==> config.mk <==
export PLATFORM = sky130hd
export DESIGN_NAME = ifft_butterfly_pipe
export DESIGN_NICKNAME = d
export VERILOG_FILES = /design/src/rtl/butterfly_pkg.sv /design/src/rtl/round_sat.sv /design/src/rtl/ifft_butterfly_pipe.sv
export SDC_FILE = /design/constraint.sdc
export NUM_CORES = 2
export LEC_CHECK = 0
export CORE_MARGIN = 2
export CORE_UTILIZATION = 59
export CTS_CLUSTER_SIZE = 8
export DETAILED_ROUTE_END_ITERATION = 8
export PLACE_DENSITY = 0.8
export SLEW_MARGIN = 20
export SYNTH_ARGS = -nofsm -noshare
export SYNTH_HDL_FRONTEND = slang
export SYNTH_SLANG_ARGS = --single-unit
==> constraint.sdc <==
create_clock -name i_clk -period 6.8 [get_ports i_clk]
set_input_delay 1.7 -clock i_clk [delete_from_list [all_inputs] [get_ports i_clk]]
set_output_delay 1.7 -clock i_clk [all_outputs]
set_load 0.03 [all_outputs]
==> src/rtl/butterfly_pkg.sv <==
// rtl/butterfly_pkg.sv - shared fixed-point complex word format and pack/unpack helpers
package butterfly_pkg;

  localparam int WORD_MID  = 16;
  localparam int WORD_SZ   = 32;
  localparam int FRAC_BITS = 6;

  function automatic logic signed [WORD_MID-1:0] cplx_re(input logic [WORD_SZ-1:0] x);
    return x[WORD_SZ-1:WORD_MID];
  endfunction

  function automatic logic signed [WORD_MID-1:0] cplx_im(input logic [WORD_SZ-1:0] x);
    return x[WORD_MID-1:0];
  endfunction

  function automatic logic [WORD_SZ-1:0] cplx_pack(input logic [WORD_MID-1:0] re,
                                                  input logic [WORD_MID-1:0] im);
    return {re, im};
  endfunction

endpackage

==> src/rtl/round_sat.sv <==
// rtl/round_sat.sv - combinational round-half-up, arithmetic shift and clamp to OUT_W signed
module round_sat #(
  parameter int IN_W  = 17,
  parameter int SHIFT = 1,
  parameter int OUT_W = 16
) (
  input  logic signed [IN_W-1:0]  din,
  output logic        [OUT_W-1:0] dout,
  output logic                    sat
);

  // One guard bit so the rounding constant can never wrap the input.
  localparam int EW = IN_W + 1;
  localparam logic signed [EW-1:0] HALF = {{(EW-1){1'b0}}, 1'b1} << (SHIFT - 1);
  localparam logic signed [EW-1:0] MAXV = {{(EW-OUT_W+1){1'b0}}, {(OUT_W-1){1'b1}}};
  localparam logic signed [EW-1:0] MINV = {{(EW-OUT_W+1){1'b1}}, {(OUT_W-1){1'b0}}};

  logic signed [EW-1:0] biased;
  logic signed [EW-1:0] shifted;

  always_comb begin
    biased  = {din[IN_W-1], din} + HALF;
    shifted = biased >>> SHIFT;
    dout    = shifted[OUT_W-1:0];
    sat     = 1'b0;
    if (shifted > MAXV) begin
      dout = MAXV[OUT_W-1:0];
      sat  = 1'b1;
    end else if (shifted < MINV) begin
      dout = MINV[OUT_W-1:0];
      sat  = 1'b1;
    end
  end

endmodule

==> src/rtl/ifft_butterfly_pipe.sv <==
// rtl/ifft_butterfly_pipe.sv - 3-stage inverse radix-2 DIF butterfly with elastic valid/ready
module ifft_butterfly_pipe
  import butterfly_pkg::*;
(
  input  logic               i_clk,
  input  logic               i_rst_n,
  input  logic               i_valid,
  output logic               o_ready,
  input  logic [WORD_SZ-1:0] i_A,
  input  logic [WORD_SZ-1:0] i_B,
  input  logic [WORD_SZ-1:0] i_twiddle,
  output logic               o_valid,
  input  logic               i_ready,
  output logic [WORD_SZ-1:0] o_A,
  output logic [WORD_SZ-1:0] o_B,
  output logic               o_sat
);

  localparam int SW = WORD_MID + 1;
  localparam int PW = 2 * WORD_MID + 1;
  localparam int AW = PW + 1;

  logic en1, en2, en3;
  logic v1, v2;

  logic signed [WORD_MID-1:0] a_re, a_im, b_re, b_im;
  logic signed [SW-1:0]       s1_re, s1_im, d1_re, d1_im;
  logic        [WORD_SZ-1:0]  w1;
  logic signed [WORD_MID-1:0] w_re, w_im;

  logic signed [SW-1:0] s2_re, s2_im;
  logic signed [PW-1:0] p_rr, p_ii, p_ir, p_ri;

  logic signed [AW-1:0]       acc_re, acc_im;
  logic        [WORD_MID-1:0] ra_re, ra_im, rb_re, rb_im;
  logic        [3:0]          sat_v;

  // Ready ripples back combinationally so a full pipe still streams at one beat per cycle.
  assign en3     = !o_valid || i_ready;
  assign en2     = !v2 || en3;
  assign en1     = !v1 || en2;
  assign o_ready = en1;

  assign a_re = cplx_re(i_A);
  assign a_im = cplx_im(i_A);
  assign b_re = cplx_re(i_B);
  assign b_im = cplx_im(i_B);
  assign w_re = cplx_re(w1);
  assign w_im = cplx_im(w1);

  always_ff @(posedge i_clk or negedge i_rst_n) begin
    if (!i_rst_n) begin
      v1    <= 1'b0;
      s1_re <= '0;
      s1_im <= '0;
      d1_re <= '0;
      d1_im <= '0;
      w1    <= '0;
    end else if (en1) begin
      v1 <= i_valid;
      if (i_valid) begin
        s1_re <= {a_re[WORD_MID-1], a_re} + {b_re[WORD_MID-1], b_re};
        s1_im <= {a_im[WORD_MID-1], a_im} + {b_im[WORD_MID-1], b_im};
        d1_re <= {a_re[WORD_MID-1], a_re} - {b_re[WORD_MID-1], b_re};
        d1_im <= {a_im[WORD_MID-1], a_im} - {b_im[WORD_MID-1], b_im};
        w1    <= i_twiddle;
      end
    end
  end

  always_ff @(posedge i_clk or negedge i_rst_n) begin
    if (!i_rst_n) begin
      v2    <= 1'b0;
      s2_re <= '0;
      s2_im <= '0;
      p_rr  <= '0;
      p_ii  <= '0;
      p_ir  <= '0;
      p_ri  <= '0;
    end else if (en2) begin
      v2 <= v1;
      if (v1) begin
        s2_re <= s1_re;
        s2_im <= s1_im;
        p_rr  <= PW'(d1_re) * PW'(w_re);
        p_ii  <= PW'(d1_im) * PW'(w_im);
        p_ir  <= PW'(d1_im) * PW'(w_re);
        p_ri  <= PW'(d1_re) * PW'(w_im);
      end
    end
  end

  // Multiplying by conj(W) flips the sign of every wi term.
  assign acc_re = AW'(p_rr) + AW'(p_ii);
  assign acc_im = AW'(p_ir) - AW'(p_ri);

  round_sat #(.IN_W(SW), .SHIFT(1), .OUT_W(WORD_MID)) u_rs_sre (.din(s2_re),  .dout(ra_re), .sat(sat_v[0]));
  round_sat #(.IN_W(SW), .SHIFT(1), .OUT_W(WORD_MID)) u_rs_sim (.din(s2_im),  .dout(ra_im), .sat(sat_v[1]));
  round_sat #(.IN_W(AW), .SHIFT(FRAC_BITS + 1), .OUT_W(WORD_MID)) u_rs_pre (.din(acc_re), .dout(rb_re), .sat(sat_v[2]));
  round_sat #(.IN_W(AW), .SHIFT(FRAC_BITS + 1), .OUT_W(WORD_MID)) u_rs_pim (.din(acc_im), .dout(rb_im), .sat(sat_v[3]));

  always_ff @(posedge i_clk or negedge i_rst_n) begin
    if (!i_rst_n) begin
      o_valid <= 1'b0;
      o_A     <= '0;
      o_B     <= '0;
      o_sat   <= 1'b0;
    end else if (en3) begin
      o_valid <= v2;
      if (v2) begin
        o_A   <= cplx_pack(ra_re, ra_im);
        o_B   <= cplx_pack(rb_re, rb_im);
        o_sat <= |sat_v;
      end
    end
  end

endmodule
==> results.yml <==
timing:
  slew_headroom: 0.326
  tightestPinTransition_ns: 1.01
  layout_min_cycle_time_ns: 6.71
  setup_tns_ns: 0
  setup_repair_after_global_routing_missed_its_margin: "true"
  timing.final.max_slew_violations: 0
  worst_slack_ns: 0.0948
  finalClockSkew_ns: 0.0548
  timing.final.hold_violations: 0
  timing.final.crit_share: 0.986
  setup_viol_count_final: 0
  fmax_mhz: 149
drt:
  detailroute.via_count: 47205
  detailedRoute.firstPassIterationCount: 8
  drt.antenna.violating_nets: 0
  wirelength_routed_um: 166000
  vias_per_cell: 5.72
  drc_errors: 0
  routed_wire_length_per_instance_um: 20.2
  detail_route.iter0.violations: 4025
setup_path:
  crit_path_max_incr_delay_ns: 0.56
  maximum_fanout_along_the_worst_path: 6
  cp_common_cell: "fa_1"
  path_buf_inv: 4
  worst-endpoint-arrival_ns: 7.21
  end_kind: "flip-flop"
  reg2reg_depth: 22
  r2r_end: "p_rr[30]"
  timing.critical_path.slowest_stage_cell: "fa_1"
  worst-r2r-setup-slack_ns: 0.09
  setup.worst_path.class: "flip-flop to flip-flop"
  worstPathCellList: "buf_12, buf_6, and2_1, fa_1, inv_1, fa_2, fa_1, fa_1, inv_1, fa_1, fa_1, ha_4, a22o_1, or4_4, a21oi_4, nor4_4, o41ai_4, o21ai_2, or4_1, a31oi_1, xor2_1, o21ai_1"
  data_required_time_of_the_worst_path_ns: 7.30
  crit-reg2reg-launch: "w1[22]"
  cpLargestDelayFamily: "adder cells"
  critPathLaunchType: "flip-flop"
layout:
  syn_to_final_growth_pct: 10.6
  area_taken_by_multi_input_logic_gates_um2: 46800
  register_area_um2: 8350
  layout_fillers: 8168
  layout_cells_sized_above_1: 0.0777
  layout_commonest_cell: "inv_1"
  final_design_area_no_fill_um2: 67600
  mostFrequentLayoutCells: "inv_1, fa_1, nand2_1, and2_1, ha_1"
  final_net_count: 8597
  final_cells: 8255
clocking:
  clk_transition_reported_paths_ns: 0.05
  cts_tree: "built"
  holdBufCountCts: 0
  clock_tree.root_cell: "clkbuf_16"
  tritoncts.num_buffers: 50
  worst_skew_pair.late_latency_ns: 0.67
  htree_levels: 2
  max-clock-path-buffers: 3
  clock_sinks: 332
yosys:
  synth_warnings: 0
  post_synth.cell_area_avg_um2: 9.11
  netlist_area_um2: 61100
  synth_top_cell_area_share: 0.363
  synth-edff-count: 0
  synth_fp_nets: 8439
  yosysUniqueCellTypes: 97
  post_synth_inst_count: 6701
  async_flop_share: 1.00
  synthDominantAreaCellType: "fa_1"
  synth.top_cells.by_area: "fa_1, dfrtp_1, ha_1"
  synth-seq-area-share: 0.136
  ys_ff_latch: 332
  synth_ff_type: "dfrtp_1"
placed_design:
  place.gp.congestion: 0.955
  number_of_buffers_added_on_ports: 166
  post-place-ws_ns: -0.0184
  detailed_place.area_um2: 65300
  dp_hpwl_um: 131000
  place_inst: 8148
die:
  die_height_um: 326
  die_area_um2: 106000
  core_um2: 103000
  placementRows: 118
  die_w_um: 326
  io-pin-count: 167
  initial_core_util: 0.593
grt:
  gr-usage-all-layers: 0.316
  antenna_found_initial: 8
  first_global_vias: 49093
  pin_count_of_the_biggest_net_entering_global_routing: 156
  globalRouteOverflowTotal: 0
  grt_first_pass_wirelength_um: 264000
job:
  max_cap_viol_count: 0
outcome:
  outcome: "finished clean"
min_path:
  timing.hold.worst.class: "flip-flop to flip-flop"
  worst_hold_path.endpoint: "o_A[27]"
  holdPathStages: 2
  holdCritStartpoint: "o_A[27]"
-- logic make-up (layout without fill, tap and decap cells) --
family                   Yosys count  count (layout)  share of synthesized area
adder cells (fa/ha/maj)         1638            1638                      0.472
flip-flops                       332             332                      0.136
XOR/XNOR                         247             247                     0.0354
AO/OA/AOI/OAI                    866             866                     0.0896
other                              0               2                          0
multiplexers                      88              88                     0.0162
buffers and inverters           1657            1829                      0.102
AND/OR/NAND/NOR                 1873            1873                      0.149
-- timing repair --
item | in CTS | in global routing
pin swaps | 0 | 35
cloned | 0 | 7
gates resized for setup | 1 | 99
setup endpoints to repair | 2 | 32
buffers inserted | 0 | 32
-- final cells by class --
| class | count | share of cell area |
|---|---|---|
| clock buffer | 60 | 0.0201 |
| tap | 1380 | 0.0256 |
| sequential | 332 | 0.124 |
| timing repair buffer | 418 | 0.0627 |
| inverter | 1345 | 0.0747 |
| antenna | 2 | 0.0000741 |
| multi-input combinational | 4712 | 0.692 |
| clock inverter | 6 | 0.00107 |
-- Yosys cell counts (5+ instances only) --
cell type,count
o21a_1,23
and3_1,37
o21ai_1,11
nand4_1,23
mux2_2,87
o21ai_0,274
o211ai_1,13
a211oi_1,25
xnor2_1,163
a21oi_1,233
a211o_1,8
or3_1,20
nor4_1,5
or2_2,7
o31ai_1,26
and2_1,531
o21bai_1,53
fa_1,1108
dfrtp_1,332
nor2b_1,18
nand2b_1,42
ha_1,530
or4_1,10
o2111ai_1,6
o22ai_1,8
nor3b_1,13
inv_1,1342
o41ai_1,11
o31ai_2,6
a31oi_1,19
buf_2,6
nor3_1,55
xor2_1,84
clkbuf_1,293
a21o_1,72
nand3_1,54
nand2_1,847
nor2_1,191
buf_1,8
-- per-layer routing --
| layer | vias up | track usage | routed length [um] |
|---|---|---|---|
| li1 | 20921 | - | - |
| met1 | 23811 | 0.427 | 66200 |
| met2 | 2010 | 0.498 | 76200 |
| met3 | 447 | 0.0656 | 15800 |
| met4 | 16 | 0.133 | 8080 |
| met5 | - | 0 | 101 |
-- sequential cells by signal, indices dropped and copies added, names as in the netlist, 16 cells and up --
signal,cells
d1_im,17
s2_re,17
w1,32
o_A,32
p_rr,33
s1_re,16
p_ir,33
d1_re,17
s2_im,17
p_ii,33
o_B,32
p_ri,33
s1_im,16
-- metrics by stage --
| step | hold slack [ns] | utilization |
|---|---|---|
| 4_1_cts | 0.471 | 0.648 |
| 3_5_place_dp | 0.460 | 0.634 |
| 6_report | 0.465 | 0.656 |
| 3_3_place_gp | 0.455 | 0.634 |
| 2_1_floorplan | 0.445 | - |
| 5_1_grt | 0.491 | 0.656 |
-- how the worst max path moves through the flow --
stage / to / cells after the start / from
after floorplan: p_rr[32] / 24 / w1[17]
after global placement: p_ii[32] / 24 / d1_im[14]
after detailed placement: p_ii[32] / 23 / w1[1]
after CTS: p_rr[32] / 23 / d1_re[2]
after global routing: p_rr[30] / 22 / w1[22]
final: p_rr[30] / 22 / w1[22]
-- tightest hold or removal path, stage by stage, from the launching register on --
cell	delay, ns
dfrtp_1	0.33
nand2_1	0.05
nand2_1	0.05
Power is not shown: default switching activity piles up to over one toggle a cycle in this logic, so the estimate is an artifact.
